===== src/rtl/addr_match_seq.sv =====
// Breakpoint/event sequencer behind an address comparator chain: qualifies
// active-low equal samples on bus strobes, counts passes and raises a held trigger.
module addr_match_seq #(
  parameter int CWIDTH = 8
) (
  input  logic              i_clk,
  input  logic              i_rst,
  input  logic              i_eq_,
  input  logic              i_stb,
  input  logic              i_ld,
  input  logic [CWIDTH-1:0] i_cnt_in,
  input  logic              i_arm,
  input  logic              i_disarm,
  input  logic              i_ack,
  output logic              o_trig,
  output logic              o_armed,
  output logic [CWIDTH-1:0] o_cnt,
  output logic [CWIDTH-1:0] o_hits,
  output logic              o_ovr
);

  typedef enum logic [1:0] {
    S_IDLE  = 2'd0,
    S_ARMED = 2'd1,
    S_FIRE  = 2'd2
  } state_t;

  state_t              r_state;
  logic                r_trig;
  logic                r_armed;
  logic [CWIDTH-1:0]   r_cnt;
  logic [CWIDTH-1:0]   r_pre;
  logic [CWIDTH-1:0]   r_hits;
  logic                r_ovr;

  state_t              w_nextState;
  logic [CWIDTH-1:0]   w_nextCnt;
  logic [CWIDTH-1:0]   w_nextPre;
  logic [CWIDTH-1:0]   w_nextHits;
  logic                w_nextOvr;
  logic                w_match;
  logic [CWIDTH-1:0]   w_hitsInc;

  // A stb=0 sample forces no match even if eq_ is unknown.
  assign w_match   = i_stb & ~i_eq_;
  assign w_hitsInc = (r_hits == {CWIDTH{1'b1}}) ? r_hits : r_hits + CWIDTH'(1);

  always_comb begin
    w_nextState = r_state;
    w_nextCnt   = r_cnt;
    w_nextPre   = r_pre;
    w_nextHits  = r_hits;
    w_nextOvr   = r_ovr;

    if (i_disarm) begin
      w_nextState = S_IDLE;
    end else if (i_arm) begin
      w_nextState = S_ARMED;
      w_nextHits  = '0;
      w_nextOvr   = 1'b0;
      w_nextCnt   = r_pre;
    end else begin
      case (r_state)
        S_IDLE: begin
          w_nextState = S_IDLE;
        end
        S_ARMED: begin
          if (w_match) begin
            w_nextHits = w_hitsInc;
            if (r_cnt == '0) begin
              w_nextState = S_FIRE;
              w_nextCnt   = r_pre;
            end else begin
              w_nextCnt = r_cnt - CWIDTH'(1);
            end
          end
        end
        S_FIRE: begin
          // The reload already happened on entry, so ack just re-arms.
          if (i_ack) begin
            w_nextState = S_ARMED;
            if (w_match) begin
              w_nextHits = w_hitsInc;
            end
          end else if (w_match) begin
            w_nextHits = w_hitsInc;
            w_nextOvr  = 1'b1;
          end
        end
        default: begin
          w_nextState = S_IDLE;
        end
      endcase
    end

    if (i_ld) begin
      w_nextPre = i_cnt_in;
      w_nextCnt = i_cnt_in;
    end
  end

  always_ff @(posedge i_clk or posedge i_rst) begin
    if (i_rst) begin
      r_state <= S_IDLE;
      r_trig  <= 1'b0;
      r_armed <= 1'b0;
      r_cnt   <= '0;
      r_pre   <= '0;
      r_hits  <= '0;
      r_ovr   <= 1'b0;
    end else begin
      r_state <= w_nextState;
      r_trig  <= (w_nextState == S_FIRE);
      r_armed <= (w_nextState != S_IDLE);
      r_cnt   <= w_nextCnt;
      r_pre   <= w_nextPre;
      r_hits  <= w_nextHits;
      r_ovr   <= w_nextOvr;
    end
  end

  assign o_trig  = r_trig;
  assign o_armed = r_armed;
  assign o_cnt   = r_cnt;
  assign o_hits  = r_hits;
  assign o_ovr   = r_ovr;

endmodule


===== config.mk =====
export PLATFORM = sky130hd
export DESIGN_NAME = addr_match_seq
export DESIGN_NICKNAME = d
export VERILOG_FILES = /design/src/rtl/addr_match_seq.sv
export SDC_FILE = /design/constraint.sdc
export NUM_CORES = 1
export LEC_CHECK = 0
export CORE_MARGIN = 5
export CORE_UTILIZATION = 48
export CTS_BUF_LIST = sky130_fd_sc_hd__clkbuf_16
export CTS_CLUSTER_DIAMETER = 30
export CTS_CLUSTER_SIZE = 14
export DETAILED_ROUTE_END_ITERATION = 16
export PLACE_DENSITY = 0.8
export SETUP_SLACK_MARGIN = 0.4
export SYNTH_ARGS = -nofsm -noshare
export SYNTH_HDL_FRONTEND = slang
export SYNTH_SLANG_ARGS = --single-unit

===== constraint.sdc =====
create_clock -name i_clk -period 2.49 [get_ports i_clk]
set_clock_uncertainty 0.2 [all_clocks]
set_input_delay 0.249 -clock i_clk [delete_from_list [all_inputs] [get_ports i_clk]]
set_output_delay 0.249 -clock i_clk [all_outputs]
set_load 0.005 [all_outputs]

Word-level counts from Yosys, hierarchy flattened:

Index checks and enable logic that the tools add are counted.
Widths: inputs -> output; s select.

* input bits: 16
* register bits after elaboration: 29
* latch bits: 0
* word-level logic and storage cells: 50
* memories: 0
* ROM bits: 0
* output and inout port bits: 19
* bits in writable memories: 0

* magnitude comparators: 0
* reductions and logical operators: 11
* bitwise operators: 3
* mux-type cells: 20
* equal/unequal tests: 7
* multipliers: 0
* $add $sub $neg: 2
* shift-type cells: 0
* div/mod/pow operators: 0

Operators by type and width (count)
* $mux 8: 10
* $mux 2: 5
* $add 8x1->8 const B: 1
* $eq 8x8->1 const B: 1
* $logic_not 8->1: 1
* $reduce_and 4->1: 2
* $reduce_bool 2->1: 4
* $sub 8x1->8 const B: 1
* $ne 2x2->1 const B: 3
* $reduce_bool 3->1: 2
* $eq 2x2->1 const B: 2
* $mux 1: 4
* $pmux 2 s2: 1
* $reduce_and 3->1: 1
* $eq 2x1->1 const B: 1
* $not 1->1: 2
* $reduce_or 2->1: 1
* $and 1x1->1: 1

Longest topological paths before layout:

Gate-level depths: netlist of run 1.

* depth in word-level cells: 7
* mapped depth: 6
* mapped depth without buffers: 6

Least setup slack after synthesis of run 1:

Ideal clock, no wire load.

* kind: reg2reg
* start point: register r_cnt[0], in the netlist o_cnt[0]
* end point: register r_cnt[2], in the netlist o_cnt[2]
* cell stages (with the launch flop): 7
* data arrival time: 1535 ps
* required time: 2157 ps
* path slack: 622 ps
* clock period less this slack: 1868 ps
* path through: dfrtp_1 inv_1 ha_1 nor3b_1 a21oi_1 o211ai_1 o211ai_1

* word-level cells in the longest chain between the ends: 7
* elaborated cells between the ends (all ways): 8
* those cells by class: add/sub: 1; mux: 6; reduce/logical: 1

RTL lines
* start, declared: RTL line 31 `logic [CWIDTH-1:0] r_cnt;`
* start signal, assigned: RTL line 115 `r_cnt <= w_nextCnt;`
* $sub 8x1->8 / $logic_not 8->1 (equally long branches): RTL line 74, 70
* $mux 8 (*): RTL line 70 `if (r_cnt == '0) begin`
* $mux 8 (*): RTL line 68 `if (w_match) begin`
* $mux 8 (*): RTL line 63 `case (r_state)`
* $mux 8 (*): RTL line 57 `end else if (i_arm) begin`
* $mux 8 (*): RTL line 55 `if (i_disarm) begin`
* $mux 8 (*): RTL line 96 `if (i_ld) begin`

Mark *: on every way between the ends. The rest lies on a longest branch, timed or not. The select of a mux whose other input is x is not followed.
A chain may end at the register's enable or synchronous reset.

Worst setup path in the final report of run 1:

* start point: register r_cnt[0], in the netlist o_cnt[0]
* end point: register r_cnt[0], in the netlist o_cnt[0]

The elaborated chain is that of the path after synthesis.

==> results_dict.tcl, run 1 <==
set metrics [dict create \
    cts_buffers 5 \
    grt_pass1_vias 1490 \
    yosys_warnings 0 \
    crit_path_top_delay_cell "dfrtp_2" \
    netlist_area_um2 1730 \
    cp-start-kind "flop" \
    h-tree-depth 2 \
    synth_enable_flop_cells 0 \
    initial_core_util_pct 50.7 \
    drive_gt1_share_pct 15.9 \
    n_fill_cell 276 \
    post_drt_wl_per_cell_um 15.6 \
    core_area_um2 3420 \
    die_h_um 70.1 \
    end_kind "flop" \
    period_share_pct 81.9 \
    status "finished, final reports clean" \
    die-width_um 70.1 \
    root_buffer "clkbuf_16" \
    relSlewSlack_pct 74.8 \
    insertion_delay_ns 0.28 \
    drtPass1Iterations 4 \
    synthFlopType "dfrtp_1" \
    hold_viol 0 \
    cap_viol_max_count 0 \
    gp_congestion 0.866 \
    vias 1595 \
    p_per_area_nw_per_um2 581 \
    cts.sinks 29 \
    fp-row-count 21 \
    hp-class "input pin to async pin" \
    synth_cell_types 53 \
    fmax_ghz 0.490 \
    multi_input_area_um2 952 \
    nets 252 \
    pre_cts_ws_ns 0.281 \
    viasPerCell 5.72 \
    cts_max_path_buffers 2 \
    dp_hpwl_mm 3.13 \
    synthArstFlopShare_pct 100 \
    gr-total-overflow 0 \
    syn_nets 207 \
    syn_inst 187 \
    io_buffer_count 34 \
    p_leak_nw 1.00 \
    synth_area_per_cell_um2 9.26 \
    peakVddDrop_uv 414 \
    crit_chain "inv_1 -> ha_2 -> nor3b_1 -> buf_4 -> a21o_2 -> a311oi_2 -> o21ai_0" \
    drc 0 \
    setup_viol 0 \
    drt_wl_total_mm 4.36 \
    critPathMaxFanout 6 \
    dieArea_um2 4910 \
    cts_tree "done" \
    grt_pass1_wl_mm 7.09 \
    antenna_cells 0 \
    drt-initial-drc-count 111 \
    finalMaxSlewViolations 0 \
    cts_hold_buf 0 \
    grt_max_degree 30 \
    setup_ws_ns 0.450 \
    fin_tns_setup_ns 0 \
    path_buf_inv 2 \
    syn_to_final_growth_pct 35.7 \
    clkTransAtPathRegs_ns 0.05 \
    crit_arrival_ns 1.99 \
    crit_path_max_incr_delay_ns 0.42 \
    period_minus_slack_ns 2.04 \
    power_w 0.00137 \
    grt.total_usage_pct 18.0 \
    yosysSeqAreaShare_pct 41.9 \
    drtAntennaViolNets 0 \
    regArea_um2 727 \
    worstMarginPinSlew_ns 0.376 \
    antenna_found_initial 0 \
    synth_seq_cells 29 \
    worstPathRequired_ns 2.44 \
    io_pins 35 \
    crit_family "compound AO/OA/AOI/OAI gates" \
    rsz0062_at_grt "true" \
    criticalPathCategory "flop to flop" \
]
-- power by group --
group | internal (W) | leakage (nW) | total, W | switching, W
registers | 0.000505 | 0.369 | 0.000549 | 0.0000431
clock network | 0.000359 | 0.0687 | 0.000553 | 0.000194
logic | 0.000134 | 0.566 | 0.000263 | 0.000129
total | 0.000999 | 1.00 | 0.00137 | 0.000366
-- worst register-to-register path, cell delays in order, from the launching register on --
cell      delay (ns)
dfrtp_2         0.42
inv_1           0.09
ha_2            0.22
nor3b_1         0.14
buf_4           0.16
a21o_2          0.25
a311oi_2        0.30
o21ai_0         0.12
-- what timing repair did --
item,in CTS,in global routing
endpoints found under the setup margin,2,8
gates cloned,0,0
setup buffers,0,2
pin swaps,0,1
resized for setup,4,6
endpoints found under the hold margin,0,0
-- Yosys cell counts, types with 2 or more instances --
cell type	number	area [um^2]
dfrtp_1	29	726
nand2_1	17	63.8
nor2_1	15	56.3
inv_1	14	52.6
o21ai_0	11	55.1
a31oi_1	10	62.6
a21oi_1	6	30.0
nand2b_1	6	37.5
nor2b_1	6	37.5
nor3_1	5	25.0
clkbuf_1	4	15.0
ha_1	4	50.1
a311oi_1	3	26.3
and2_1	3	18.8
mux2_2	3	33.8
mux2i_1	3	30.0
nand3_1	3	15.0
a211oi_1	2	15.0
a31o_2	2	17.5
a41o_1	2	20.0
and4_1	2	17.5
nand4_1	2	12.5
nor3b_1	2	15.0
nor4_1	2	12.5
o211ai_1	2	15.0
o22ai_1	2	12.5
-- layout by cell type (no fill, tap or decap), types with 3 or more instances in the layout --
cell type        instances
a21oi_1                  5
nor2_1                  15
inv_1                   14
nor2b_1                  6
nor3_1                   4
mux2_2                   3
and2_1                   3
ha_1                     3
buf_4                   11
nand2_1                 17
mux2i_1                  3
o21ai_0                 10
nand3_1                  3
nand2b_1                 6
clkbuf_16                5
dfrtp_1                 28
clkdlybuf4s50_1         34
a31oi_1                 10
-- final timing paths --
path,to,depth (start not counted),slack [ns],from
max in group asynchronous,o_cnt[0],3,1.65,i_rst
min in group i_clk,r_pre[5],1,0.31,r_pre[5]
min,r_pre[2],3,0.15,i_rst
min reg2reg,r_pre[5],1,0.31,r_pre[5]
max,o_cnt[0],7,0.45,o_cnt[0]
max reg2reg,o_cnt[0],7,0.45,o_cnt[0]
-- through the flow --
stage	util, %	hold WS (ns)	area [um^2]	instances
after floorplan	-	0.127	1730	187
after global placement	63.2	0.286	2160	269
after detailed placement	63.2	0.299	2160	269
after CTS	67.6	0.163	2310	277
after global routing	68.8	0.205	2350	279
final	68.8	0.150	2350	279
-- kinds of logic (layout without fill, tap and decap cells) --
logic type | after synthesis | after routing | share of synthesized area (%)
buffers and inverters | 21 | 67 | 5.27
DFF | 29 | 29 | 41.9
and+or+nand+nor | 71 | 71 | 22.9
adders and majority gates | 4 | 4 | 2.89
AOI/OAI and AO/OA | 56 | 56 | 23.3
muxes | 6 | 6 | 3.68
-- area by class of cell --
cell class                 count  share of cell area [%]
timing repair buffer          45                    18.0
inverter                      14                    2.24
clock inverter                 3                   0.532
tap                           46                    2.45
clock buffer                   5                    5.32
sequential                    29                    30.9
multi-input combinational    137                    40.5
-- routing by layer --
metal | wire [um] | share of wire, % | vias up | GRT usage (%)
li1 | - | - | 790 | -
met1 | 1950 | 45 | 741 | 25.2
met2 | 2020 | 46 | 58 | 27.0
met3 | 327 | 7.5 | 6 | 5.60
met4 | 53 | 1.2 | 0 | 4.47
met5 | 0 | 0 | - | 0
-- registers in the layout, summed over array words and instances (netlist names) --
register	count
o_armed	1
o_ovr	1
o_hits	8
o_cnt	8
r_pre	8
r_state	2
o_trig	1
Note: power is estimated with default switching activity, not from simulation.
==> run 2: changes to the inputs <==
==> constraint.sdc (replaced) <==
create_clock -name i_clk -period 1.9 [get_ports i_clk]
set_clock_uncertainty 0.2 [all_clocks]
set_input_delay 0.19 -clock i_clk [delete_from_list [all_inputs] [get_ports i_clk]]
set_output_delay 0.19 -clock i_clk [all_outputs]
set_load 0.005 [all_outputs]
==> results_dict.tcl, run 2 (synthesized netlist as in run 1, its figures left out) <==
set metrics [dict create \
    comb_power_share_pct 26.6 \
    initial_core_util_pct 50.7 \
    setup_viol 2 \
    relSlewSlack_pct 69.0 \
    grt_busiest_layer "met2" \
    dieArea_um2 4910 \
    grt_pass1_wl_mm 9.51 \
    insertion_delay_ns 0.28 \
    p_per_area_nw_per_um2 705 \
    finalMaxSlewViolations 0 \
    gr-total-overflow 0 \
    core_area_um2 3420 \
    cap_viol_max_count 0 \
    grt_max_degree 30 \
    crit_path_top_delay_cell "dfrtp_1" \
    dp_hpwl_mm 3.59 \
    peakVddDrop_uv 741 \
    cts_buffers 5 \
    syn_to_final_growth_pct 61.5 \
    drt_wl_total_mm 5.98 \
    die_h_um 70.1 \
    violations "negative setup slack" \
    use_met3_pct 8.03 \
    worstMarginPinSlew_ns 0.460 \
    drt-initial-drc-count 227 \
    nets 288 \
    drc 0 \
    crit_arrival_ns 1.94 \
    crit_chain "buf_6 -> inv_4 -> ha_4 -> buf_4 -> nor3_1 -> o21ai_1 -> nor2_1 -> and2_1" \
    final_cell_area_um2 2800 \
    layout_common_cells "36 x buf_4, 26 x dfrtp_1, 17 x nand2_1, 16 x clkdlybuf4s50_1" \
    gp_congestion 1.03 \
    final_common_cell "buf_4" \
    p_int_w 0.00141 \
    switching_share_pct 28.5 \
    vias 1905 \
    clkTransAtPathRegs_ns 0.05 \
    antenna_cells 0 \
    fp-row-count 21 \
    period_minus_slack_ns 1.94 \
    power_w 0.00197 \
    root_buffer "clkbuf_16" \
    use_met1_pct 31.1 \
    cts_hold_buf 0 \
    drive_gt1_share_pct 36.8 \
    die-width_um 70.1 \
    worstPathRequired_ns 1.91 \
    crit_path_end "o_trig" \
    period_share_pct 102 \
    r2r_slack_ns -0.04 \
    cp-start-kind "flop" \
    critPathMaxFanout 3 \
    hold_viol 0 \
    grt_pass1_vias 1925 \
    n_fill_cell 195 \
    cts.sinks 29 \
    reg2reg_depth 8 \
    cts_max_path_buffers 2 \
    gr-usage-met2_pct 38.5 \
    status "complete, but fails checks" \
    drtPass1Iterations 6 \
    grt.total_usage_pct 24.7 \
    io_pins 35 \
    antenna_found_initial 0 \
    rr_startpoint "r_state[0]" \
    cts_tree "done" \
    clkPwrFrac_pct 37.5 \
    hp-class "input pin to async pin" \
    crit_path_max_incr_delay_ns 0.43 \
    p_switching_w 0.000563 \
    io_buffer_count 34 \
    post_drt_wl_per_cell_um 19.0 \
    end_kind "flop" \
    setup_ws_ns -0.0362 \
    seq_power_share_pct 35.9 \
    startpoint "r_state[0]" \
    rsz0062_at_grt "true" \
    p_leak_nw 1.31 \
    fmax_ghz 0.516 \
    viasPerCell 6.05 \
    h-tree-depth 2 \
    r2r-end "o_trig" \
    criticalPathCategory "flop to flop" \
    drtAntennaViolNets 0 \
    detailed_place.area_um2 2390 \
]
run 2: layout make-up:
type,count,area (um^2),share of cell area (%)
multi-input cells,137,1090,39.1
inverters,14,55.1,1.97
flip-flops and latches,29,729,26.1
well taps,46,57.6,2.06
clock inverters,3,13.8,0.492
repair buffers,81,722,25.8
clock buffers,5,125,4.47
run 2: worst min path at each step:
stage	to	slack, ns	depth (start not counted)
2_1_floorplan	o_armed	0.07	1
3_3_place_gp	r_pre[5]	0.29	1
3_5_place_dp	o_ovr	0.29	2
4_1_cts	o_hits[1]	0.1	3
5_1_grt	o_hits[2]	0.16	3
6_report	o_hits[2]	0.08	3
run 2: timing repair:
item	in CTS	in global routing
pin swaps	8	7
endpoints found under the setup margin	36	24
gates resized for setup	37	17
buffers inserted	18	3
run 2: layer usage:
metal  wire (um)  vias up
met4         195        0
met2        2810      100
met5           0        -
li1            -      862
met1        2490      923
met3         482       20
run 2: power groups by stage:
| stage | Sequential [W] | Clock (W) | Combinational [W] |
|---|---|---|---|
| finish | 0.000707 | 0.000739 | 0.000525 |
| global route | 0.000712 | 0.000784 | 0.000562 |
| CTS | 0.000704 | 0.000744 | 0.000475 |
| detailed placement | 0.000715 | 0 | 0.000410 |
| global placement | 0.000713 | 0 | 0.000400 |
| floorplan | 0.000719 | 0 | 0.000209 |
run 2: critical path: cells and delay by family (launching register included):
family          cells  cell delay [ns]
simple gates        3             0.56
flops               1             0.43
buf+inv             3             0.34
fa+ha+maj           1             0.20
compound gates      1             0.13
run 2: through the flow:
step / hold slack [ns] / TNS (ns) / instances / utilization (%) / worst slack, ns
after floorplan: 0.0681 / 0 / 187 / - / 0.187
after global placement: 0.288 / -0.0262 / 286 / 69.9 / -0.0204
after detailed placement: 0.294 / -0.326 / 286 / 69.9 / -0.115
after CTS: 0.0990 / 0 / 312 / 79.9 / 0.0867
after global routing: 0.158 / -0.249 / 315 / 81.9 / -0.0891
final: 0.0847 / -0.0490 / 315 / 81.9 / -0.0362
==> run 3: changes to the inputs <==
--- a/config.mk
+++ b/config.mk
@@ -6,12 +6,12 @@
 export NUM_CORES = 1
 export LEC_CHECK = 0
 export CORE_MARGIN = 5
-export CORE_UTILIZATION = 48
+export CORE_UTILIZATION = 51
 export CTS_BUF_LIST = sky130_fd_sc_hd__clkbuf_16
 export CTS_CLUSTER_DIAMETER = 30
 export CTS_CLUSTER_SIZE = 14
 export DETAILED_ROUTE_END_ITERATION = 16
-export PLACE_DENSITY = 0.8
+export PLACE_DENSITY = 0.84
 export SETUP_SLACK_MARGIN = 0.4
 export SYNTH_ARGS = -nofsm -noshare
 export SYNTH_HDL_FRONTEND = slang
==> results_dict.tcl, run 3 (synthesized netlist as in run 1, its figures left out) <==
set metrics [dict create \
    status "complete, but fails checks" \
    violations "negative setup slack" \
    crit_family "compound AO/OA/AOI/OAI gates" \
    die_h_um 68.3 \
    crit_chain "inv_2 -> ha_4 -> nor3b_4 -> buf_6 -> a2111oi_4 -> a311oi_2 -> o21ai_1" \
    nets 302 \
    detailed_place.area_um2 2380 \
    drt-initial-drc-count 356 \
    root_buffer "clkbuf_16" \
    drive_gt1_share_pct 44.9 \
    initial_core_util_pct 52.3 \
    hp-class "input pin to async pin" \
    final_cell_area_um2 3070 \
    cap_viol_max_count 0 \
    end_kind "flop" \
    viasPerCell 7.20 \
    drt_wl_total_mm 9.44 \
    comb_power_share_pct 32.5 \
    gp_congestion 1.06 \
    criticalPathCategory "flop to flop" \
    switching_share_pct 32.5 \
    cts_tree "done" \
    cts_hold_buf 0 \
    rsz0062_at_grt "true" \
    p_per_area_nw_per_um2 708 \
    grt.total_usage_pct 34.4 \
    instances_no_fill 329 \
    finalMaxSlewViolations 0 \
    io_buffer_count 34 \
    worstMarginPinSlew_ns 0.533 \
    grt_pass1_vias 2188 \
    clkPwrFrac_pct 34.4 \
    p_switching_w 0.000706 \
    cts.sinks 29 \
    crit_path_max_incr_delay_ns 0.42 \
    period_minus_slack_ns 1.98 \
    crit_path_top_delay_cell "dfrtp_1" \
    setup_viol 4 \
    peakVddDrop_uv 654 \
    drc 0 \
    fmax_ghz 0.504 \
    placed_cells 285 \
    setup_ws_ns -0.0824 \
    period_share_pct 104 \
    cts_max_path_buffers 2 \
    cts_buffers 5 \
    crit_arrival_ns 1.93 \
    pre_cts_ws_ns -0.0780 \
    dieArea_um2 4660 \
    core_area_um2 3310 \
    p_int_w 0.00147 \
    hold_viol 0 \
    layout_common_cells "45 x buf_4, 25 x dfrtp_1, 17 x nand2_1, 16 x buf_6, 14 x clkdlybuf4s50_1" \
    cp-start-kind "flop" \
    io_pins 35 \
    insertion_delay_ns 0.28 \
    grt_pass1_wl_mm 11.4 \
    post_drt_wl_per_cell_um 28.7 \
    p_leak_nw 1.45 \
    worstPathRequired_ns 1.85 \
    seq_power_share_pct 33.1 \
    path_buf_inv 2 \
    relSlewSlack_pct 64.1 \
    final_common_cell "buf_4" \
    grt_max_degree 30 \
    die-width_um 68.3 \
    final_core_util_pct 92.8 \
    drtPass1Iterations 5 \
    syn_to_final_growth_pct 77.4 \
    dp_hpwl_mm 3.70 \
    antenna_cells 0 \
    critPathMaxFanout 5 \
    antenna_found_initial 0 \
    h-tree-depth 2 \
    gr-total-overflow 0 \
    fp-row-count 21 \
    clkTransAtPathRegs_ns 0.05 \
    n_fill_cell 110 \
    drtAntennaViolNets 0 \
    vias 2368 \
]
-- run 3: cell count changes in the layout (fill, tap and decap cells not counted), sizes merged --
cell	change
buf	+15
dlygate4sd2	-5
clkinv	-2
clkdlybuf4s50	-2
inv	+2
clkbuf	+1
dlymetal6s2s	+5
-- run 3: final timing paths --
kind                       startpoint        to  slack, ns  cells after the start
hold / removal                  i_rst  r_pre[0]       0.08                      3
max in group asynchronous       i_rst  o_cnt[7]       1.11                      3
setup / recovery             o_cnt[0]  o_cnt[0]      -0.08                      7
min in group i_clk           r_pre[3]  r_pre[3]       0.32                      1
hold reg to reg              r_pre[3]  r_pre[3]       0.32                      1
setup reg to reg             o_cnt[0]  o_cnt[0]      -0.08                      7
-- run 3: cell type report --
cell class / instances / area (um^2) / area share (%)
Timing Repair Buffer: 95 / 846 / 27.5
Multi-Input combinational cell: 137 / 1250 / 40.6
Sequential cell: 29 / 731 / 23.8
Clock buffer: 5 / 125 / 4.07
Tap cell: 46 / 57.6 / 1.87
Inverter: 14 / 55.1 / 1.79
Clock inverter: 3 / 11.3 / 0.367
-- run 3: what timing repair did --
action / in CTS / in global routing
gates resized for setup: 44 / 47
setup endpoints to repair: 37 / 30
setup buffers: 24 / 12
pin swaps: 13 / 10
-- run 3: metrics by stage --
stage	setup TNS (ns)	hold WS, ns	power, W
floorplan	0	0.0681	0.000928
global placement	-0.0906	0.291	0.00111
detailed placement	-0.336	0.295	0.00113
CTS	0	0.0987	0.00195
global route	-1.11	0.119	0.00221
finish	-0.263	0.0798	0.00217
-- run 3: layer usage --
layer / part of all wire (%) / global-route usage (%) / routed length (um) / up-vias
met3: 13 / 10.3 / 1210 / 106
met4: 8.9 / 20.1 / 843 / 0
met5: 0 / 0 / 0 / -
met1: 33 / 40.5 / 3100 / 1091
li1: - / - / - / 888
met2: 45 / 55.1 / 4280 / 283
-- run 3: worst reg2reg max path: stages, from the launching register on --
cell	delay [ns]
dfrtp_1	0.42
inv_2	0.11
ha_4	0.18
nor3b_4	0.20
buf_6	0.17
a2111oi_4	0.08
a311oi_2	0.35
o21ai_1	0.14
-- run 3: power groups by stage --
| stage | Sequential, W | Combinational [W] | Clock, W |
|---|---|---|---|
| 3_5_place_dp | 0.000718 | 0.000415 | 0 |
| 6_report | 0.000719 | 0.000707 | 0.000748 |
| 3_3_place_gp | 0.000714 | 0.000397 | 0 |
| 2_1_floorplan | 0.000719 | 0.000209 | 0 |
| 4_1_cts | 0.000707 | 0.000505 | 0.000734 |
| 5_1_grt | 0.000722 | 0.000729 | 0.000760 |
